==> config.mk <==
export PLATFORM = sky130hd
export DESIGN_NAME = mfp_ahb_interconnect
export DESIGN_NICKNAME = d
export VERILOG_FILES = /design/src/rtl/mfp_ahb_interconnect.sv
export SDC_FILE = /design/constraint.sdc
export NUM_CORES = 1
export LEC_CHECK = 0
export ABC_AREA = 1
export CAP_MARGIN = 20
export CORE_AREA = 2 2 136 138
export DETAILED_ROUTE_END_ITERATION = 10
export DIE_AREA = 0 0 138 140
export MAX_ROUTING_LAYER = met4
export PLACE_DENSITY = 0.64
export SYNTH_ARGS = -nofsm -noshare
export SYNTH_HDL_FRONTEND = slang
export SYNTH_SLANG_ARGS = --single-unit
==> constraint.sdc <==
create_clock -name HCLK -period 2.2 [get_ports HCLK]
set_clock_uncertainty 0.1 [all_clocks]
set_input_delay 0.44 -clock HCLK [delete_from_list [all_inputs] [get_ports HCLK]]
set_output_delay 0.44 -clock HCLK [all_outputs]
set_load 0.03 [all_outputs]
==> src/rtl/mfp_ahb_interconnect.sv <==
// AHB-lite single-master interconnect for MIPSfpga.
// Decodes HADDR onto N_SLV address-matched slave ports and muxes the selected
// slave's data-phase response back to the master. Unmapped active transfers
// get a two-cycle ERROR from a built-in default slave. A watchdog turns an
// over-long slave stall into the same two-cycle ERROR.
module mfp_ahb_interconnect #(
  parameter int                     N_SLV    = 7,
  parameter logic [N_SLV*32-1:0]    SLV_BASE = {N_SLV{32'h0}},
  parameter logic [N_SLV*32-1:0]    SLV_MASK = {N_SLV{32'h0}},
  parameter int                     TIMEOUT  = 255
) (
  input  logic                HCLK,
  input  logic                HRESETn,
  input  logic [31:0]         HADDR,
  input  logic [1:0]          HTRANS,
  output logic [N_SLV-1:0]    HSEL,
  input  logic [N_SLV*32-1:0] HRDATA_S,
  input  logic [N_SLV-1:0]    HREADYOUT_S,
  input  logic [N_SLV-1:0]    HRESP_S,
  output logic [31:0]         HRDATA,
  output logic                HREADY,
  output logic                HRESP,
  output logic                ERR_VALID,
  output logic                ERR_CODE,
  output logic [31:0]         ERR_ADDR
);

  typedef enum logic [1:0] {
    ST_OK   = 2'd0,
    ST_SLV  = 2'd1,
    ST_ERR1 = 2'd2,
    ST_ERR2 = 2'd3
  } state_t;

  localparam bit          WDOG_EN    = (TIMEOUT != 0);
  localparam logic [15:0] WDOG_LIMIT = 16'(WDOG_EN ? TIMEOUT - 1 : 0);

  state_t             state, state_nxt;
  logic [N_SLV-1:0]   sel_d;
  logic               act_d;
  logic [31:0]        addr_d;
  logic [15:0]        wcnt;
  logic               err_code;
  logic [31:0]        err_addr;

  logic               hready, hresp;
  logic [31:0]        hrdata;
  logic               slv_ready, slv_resp;
  logic [31:0]        slv_rdata;
  logic               slv_stall, wdog_hit, dec_err;
  logic               addr_match;
  logic               unused_htrans0;

  // HTRANS[0] only separates IDLE from BUSY and SEQ from NONSEQ; both pairs
  // are treated alike here.
  assign unused_htrans0 = HTRANS[0];

  // Address decode: lowest-index matching slave wins; a zero mask disables a port.
  always_comb begin
    // NOTE: every variable written here gets a default first so no latch is inferred.
    HSEL       = '0;
    addr_match = 1'b0;
    for (int i = 0; i < N_SLV; i++) begin
      if (!addr_match && (SLV_MASK[32*i +: 32] != 32'h0) &&
          ((HADDR & SLV_MASK[32*i +: 32]) == (SLV_BASE[32*i +: 32] & SLV_MASK[32*i +: 32]))) begin
        HSEL[i]    = 1'b1;
        addr_match = 1'b1;
      end
    end
  end

  // Data-phase response mux; sel_d is one-hot or zero so OR-ing is exact.
  always_comb begin
    slv_ready = 1'b0;
    slv_resp  = 1'b0;
    slv_rdata = 32'h0;
    for (int i = 0; i < N_SLV; i++) begin
      if (sel_d[i]) begin
        slv_ready = slv_ready | HREADYOUT_S[i];
        slv_resp  = slv_resp  | HRESP_S[i];
        slv_rdata = slv_rdata | HRDATA_S[32*i +: 32];
      end
    end
  end

  assign slv_stall = (state == ST_SLV) && act_d && !slv_ready;
  assign wdog_hit  = WDOG_EN && slv_stall && (wcnt == WDOG_LIMIT);

  // Bus outputs per state and next-state selection.
  always_comb begin
    hready    = 1'b1;
    hresp     = 1'b0;
    hrdata    = 32'h0;
    state_nxt = state;
    case (state)
      ST_SLV: begin
        hready = slv_ready;
        hresp  = slv_resp;
        hrdata = slv_rdata;
      end
      ST_ERR1: begin
        hready = 1'b0;
        hresp  = 1'b1;
      end
      ST_ERR2: hresp = 1'b1;
      default: ;
    endcase

    if (state == ST_ERR1)
      state_nxt = ST_ERR2;
    else if (hready)
      state_nxt = !HTRANS[1] ? ST_OK : (addr_match ? ST_SLV : ST_ERR1);
    else if (wdog_hit)
      state_nxt = ST_ERR1;
  end

  assign dec_err = hready && HTRANS[1] && !addr_match;

  // State, data-phase capture, watchdog count and error capture.
  always_ff @(posedge HCLK or negedge HRESETn) begin
    if (!HRESETn) begin
      // NOTE: every register here is control state, so all of it takes a reset value.
      state    <= ST_OK;
      sel_d    <= '0;
      act_d    <= 1'b0;
      addr_d   <= 32'h0;
      wcnt     <= 16'h0;
      err_code <= 1'b0;
      err_addr <= 32'h0;
    end else begin
      // NOTE: non-blocking assignments so every register samples pre-edge values.
      state <= state_nxt;
      if (hready) begin
        sel_d  <= HSEL;
        act_d  <= HTRANS[1];
        addr_d <= HADDR;
      end
      if (hready)
        wcnt <= 16'h0;
      else if (slv_stall)
        wcnt <= wcnt + 16'h1;
      // The decode-error address is the one being captured into addr_d now.
      if (dec_err) begin
        err_code <= 1'b0;
        err_addr <= HADDR;
      end else if (wdog_hit) begin
        err_code <= 1'b1;
        err_addr <= addr_d;
      end
    end
  end

  assign HREADY    = hready;
  assign HRESP     = hresp;
  assign HRDATA    = hrdata;
  assign ERR_VALID = (state == ST_ERR2);
  assign ERR_CODE  = err_code;
  assign ERR_ADDR  = err_addr;

endmodule

* After elaboration in Yosys (flattened, before gate mapping)
Cells that the tools add are included.
** Word-level totals
- Output and inout bits :: 75
- Logic and storage cells :: 31
- Memories kept :: 0
- Register bits :: 84
- Memory bits (read-only) :: 0
- Bits of input ports :: 274
- RAM bits :: 0
- Bits in latches :: 0
** Cells by class
- Bitwise operators :: 0
- Reduce and logical (&&, ||, !) cells :: 8
- Add/subtract/negate cells :: 1
- Div/mod/pow operators :: 0
- Shift-type cells :: 0
- Mux-type cells :: 12
- Equal/unequal tests :: 4
- $mul :: 0
- Order comparisons :: 0
** Operator list (count)
- two-way mux 32 bit :: 2
- two-way mux 16 bit :: 2
- adder 16 x 1 -> 16 bit, second input constant :: 1
- equality test 16 x 8 -> 1 bit, second input constant :: 1
- two-way mux 2 bit :: 4
- equality test 2 bit, second input constant :: 2
- two-way mux 1 bit :: 4
- nonzero test 2 bit :: 2
- OR reduction 2 bit :: 2
- logical AND 1 bit :: 3
- nonzero test 3 bit :: 1
- equality test 2 x 1 -> 1 bit, second input constant :: 1

* Longest topological paths before layout
- Word-level depth :: 6
- Depth in mapped cells :: 11
- Mapped depth without buffers :: 9

* Worst setup path before layout
No wires, ideal clock.
- Path type :: reg-to-reg
- From :: reg state[0]
- To :: reg err_addr[26], in the netlist ERR_ADDR[26]
- Period minus slack after synthesis :: 1878 ps
- Stages on the path, launching flop included :: 12
- Path slack :: 322 ps
- Arrival :: 1660 ps
- Buffers on the path :: 3
- Setup time :: 117 ps
- Data required time :: 1983 ps
- Cells stage by stage :: dfrtp_1 -> inv_1 -> ha_1 -> buf_2 -> nand2_4 -> inv_2 -> buf_4 -> buf_6 -> nand2_1 -> o21ai_0 -> nand2_1 -> nand2_1
** On the way
- Cells in the longest elaborated chain, start to end :: 5
- Elaborated cells on any way between the ends :: 9
- Classes of those cells :: 2 x eq/ne; 2 x mux; 5 x reduce/logical
** RTL lines
- start: declaration :: RTL line 38 : state_t state, state_nxt;
- start signal: assignment :: RTL line 132 : state <= state_nxt;
- equality test 2 x 1 -> 1 bit / equality test 2 bit (equally long branches) :: RTL line 95 : case (state)
- OR reduction 2 bit (no source line) *
- two-way mux 1 bit * :: RTL line 95
- net HREADY :: RTL line 21 : output logic HREADY,
- logical AND 1 bit * :: RTL line 117 : assign dec_err = hready && HTRANS[1] && !addr_match;
- two-way mux 32 bit / nonzero test 2 bit (equally long branches)
- end signal: assignment :: RTL line 148 : err_addr <= addr_d;
- end: declaration :: RTL line 44 : logic [31:0] err_addr;
The timed path passes the listed nets; every way through them passes the cells marked *.
A chain may end at the register's enable or synchronous reset.

* Worst setup path in the final report
- From :: reg state[1]
- To :: out HRESP
** On the way
- Cells in the longest elaborated chain, start to end :: 3
- Elaborated cells on any way between the ends :: 4
- Classes of those cells :: 2 x eq/ne; 1 x mux; 1 x reduce/logical
** RTL lines
- equality test 2 bit :: RTL line 95
- OR reduction 2 bit (no source line) *
- two-way mux 1 bit * :: RTL line 95
- end: declaration :: RTL line 22 : output logic HRESP,
Mark *: on every way between the ends. The rest lies on a longest branch, timed or not.

==> out/results.tsv <==
metric	value	unit
via count	3462	
CP Launch Type	flip-flop	
Vias/cell	4.07	
pin count of the biggest net entering global routing	42	
Worst VDD drop	1.01	mV
CTS clk-pin slew, worst paths	0.06	ns
GR Util met2	16.3	%
placed insts	833	
GRT overflow	0	
fillcell total	1918	
WL/cell	11.4	um
dpl cell area	5110	um^2
async set-reset flop share out of synthesis	100	%
Inserted Clock Buffers	9	
gpl congestion	0.771	
hold crit path type	flip-flop to flip-flop	
Synth Instances	550	
slowest stage delay, CP	0.42	ns
H-tree depth	3	
Multi-input gate area	1710	um^2
P per Cell Area	1450	nW/um^2
slowest CP cell	dfrtp_1	
endpoints failing hold	0	
TritonCTS clock tree	yes	
Clk network pwr share	19.9	%
vias in the first global route	3309	
share of cells above drive strength 1	6.27	%
Yosys warnings	0	
Synth top area share	48.9	%
Max Cap Viol	0	
Design Area, Final	5440	um^2
worst endpoint data arrival time	1.57	ns
ANT cells	0	
f_max	475	MHz
core area	17800	um^2
Yosys top cell by area	dfrtp_1	
Syn Std Cell Area	4300	um^2
setup TNS	0	ns
I/O Pins	349	
Setup crit end kind	primary output	
Layout Utilization	30.6	%
CP Max Fanout	4	
die area	19300	um^2
worst skew pair latency	0.34	ns
most frequent cell after synthesis	nand2_1	
RSZ-0062 raised after global routing	no	
fin crit period	2.11	ns
GR Util All Layers	10.8	%
M3 GR Usage	2.80	%
Root Buffer	clkbuf_16	
busiest layer in global routing	met2	
Syn Area/Cell	7.82	um^2
sw power	3.39	mW
critical path, cell by cell	ha_1 > or2_2 > clkdlybuf4s15_2	
post-route insts no fill	851	
drt pass-1 iters	4	
Area contributors post-synth	dfrtp_1 (49%), nand2_1 (14%), o21ai_0 (8.4%)	
WS Path Type	flip-flop to primary output	
post-synthesis sequential area ratio	48.9	%
first-pass GRT wire length	16500	um
Synth cell types	24	
dpl hpwl	6600	um
antenna violations before repair	0	
Leakage Power	2.59	nW
most used flip-flop cell after synthesis	dfrtp_1	
Die Y	140	um
initial core utilization	24.2	%
Seq pwr share	31.2	%
P&R area growth vs syn	26.4	%
Post-synth EDFFs	0	
worst path bufs/invs	1	
run status	finished clean	
Net Sw Frac	42.9	%
hold slack final	0.387	ns
total routed wirelength	9660	um
Final Cycle Share	95.7	%
required time of the worst setup path	1.66	ns
remaining antenna violation count	0	
final setup fails	0	
site row count	49	
combinational share of power	48.8	%
clk buf depth	2	
Pint	4.51	mW
Slew Limit Fails	0	
Final nets	896	
Die Wd	138	um
initial drt markers	199	
port buffer count	70	
GR Util met1	13.8	%
DRC Markers	0	
FF+latch count, synth	84	
storage element area	2100	um^2
delay-heaviest family, CP	flip-flops	
synth cell count leaders	nand2_1 (166), dfrtp_1 (84), o21ai_0 (72)	
CTS Sinks	84	
[area by class of cell]
type	count	share of cell area [%]
multi-input cells	386	31.4
clock inverters	5	1.08
well taps	229	5.27
clock buffers	11	4.65
flip-flops and latches	84	38.7
repair buffers	82	15.2
inverters	54	3.73
[state kept, by name (all words and copies together), names as in the netlist]
signal    cells
addr_d       32
ERR_ADDR     32
wcnt         16
act_d         1
ERR_CODE      1
state         2
[cell usage in the layout (no fill, tap or decap), types with 3 or more instances in the layout]
master / n
a21oi_1: 9
buf_12: 3
buf_4: 10
clkbuf_16: 9
clkdlybuf4s50_1: 66
conb_1: 39
dfrtp_1: 84
ha_1: 5
inv_1: 52
nand2_1: 166
nand3_1: 45
nor2_1: 38
o21ai_0: 72
[what timing repair did]
action,4_1_cts,5_1_grt
buffers inserted,0,1
resized for setup,4,0
setup endpoints to repair,2,1
pin swaps,0,0
hold buffers,1,0
hold endpoints to repair,29,0
[stage by stage]
| stage | power, mW | setup slack, ns |
|---|---|---|
| after floorplan | 5.18 | 0.322 |
| after global placement | 6.34 | 0.0972 |
| after detailed placement | 6.41 | 0.0750 |
| after CTS | 8.02 | 0.0213 |
| after global routing | 8.59 | 0.0132 |
| final | 7.90 | 0.0943 |
[final timing paths]
path	slack, ns	cells past startpoint	endpoint	from
setup / recovery	0.09	3	HRESP	state[1]
hold / removal	0.39	2	addr_d[6]	addr_d[6]
setup reg to reg	0.29	6	ERR_ADDR[8]	state[1]
hold reg to reg	0.39	2	addr_d[6]	addr_d[6]
max in group asynchronous	0.89	3	ERR_ADDR[8]	HRESETn
min in group asynchronous	0.48	2	addr_d[11]	HRESETn
[tightest hold or removal path, delay by kind of cell, from the launching register on]
kind               cells  cell delay [ns]
DFF                    1             0.34
AOI/OAI and AO/OA      1             0.06
and+or+nand+nor        1             0.05
[power groups by stage]
| stage | Clock (mW) | Sequential, mW | Combinational, mW |
|---|---|---|---|
| after CTS | 1.62 | 2.48 | 3.92 |
| after detailed placement | 0 | 2.50 | 3.91 |
| after global routing | 1.68 | 2.54 | 4.37 |
| final | 1.57 | 2.47 | 3.86 |
| after global placement | 0 | 2.49 | 3.85 |
| after floorplan | 0 | 2.96 | 2.22 |
[cell families after synthesis]
kind of cell / Yosys count / share of synthesized area (%)
AND/OR/NAND/NOR: 259 / 25.1
buffers and inverters: 118 / 14.7
flip-flops: 84 / 48.9
AO/OA/AOI/OAI: 83 / 9.72
adder cells (fa/ha/maj): 5 / 1.46
other: 1 / 0.0872
[metal layers]
| layer | routed length [um] | vias up | part of all wire [%] |
|---|---|---|---|
| met4 | 216 | 0 | 2.2 |
| met1 | 4540 | 1570 | 47 |
| li1 | - | 1776 | - |
| met5 | 0 | - | 0 |
| met2 | 4310 | 104 | 45 |
| met3 | 589 | 12 | 6.1 |
Note: power is estimated with default switching activity, not from simulation.
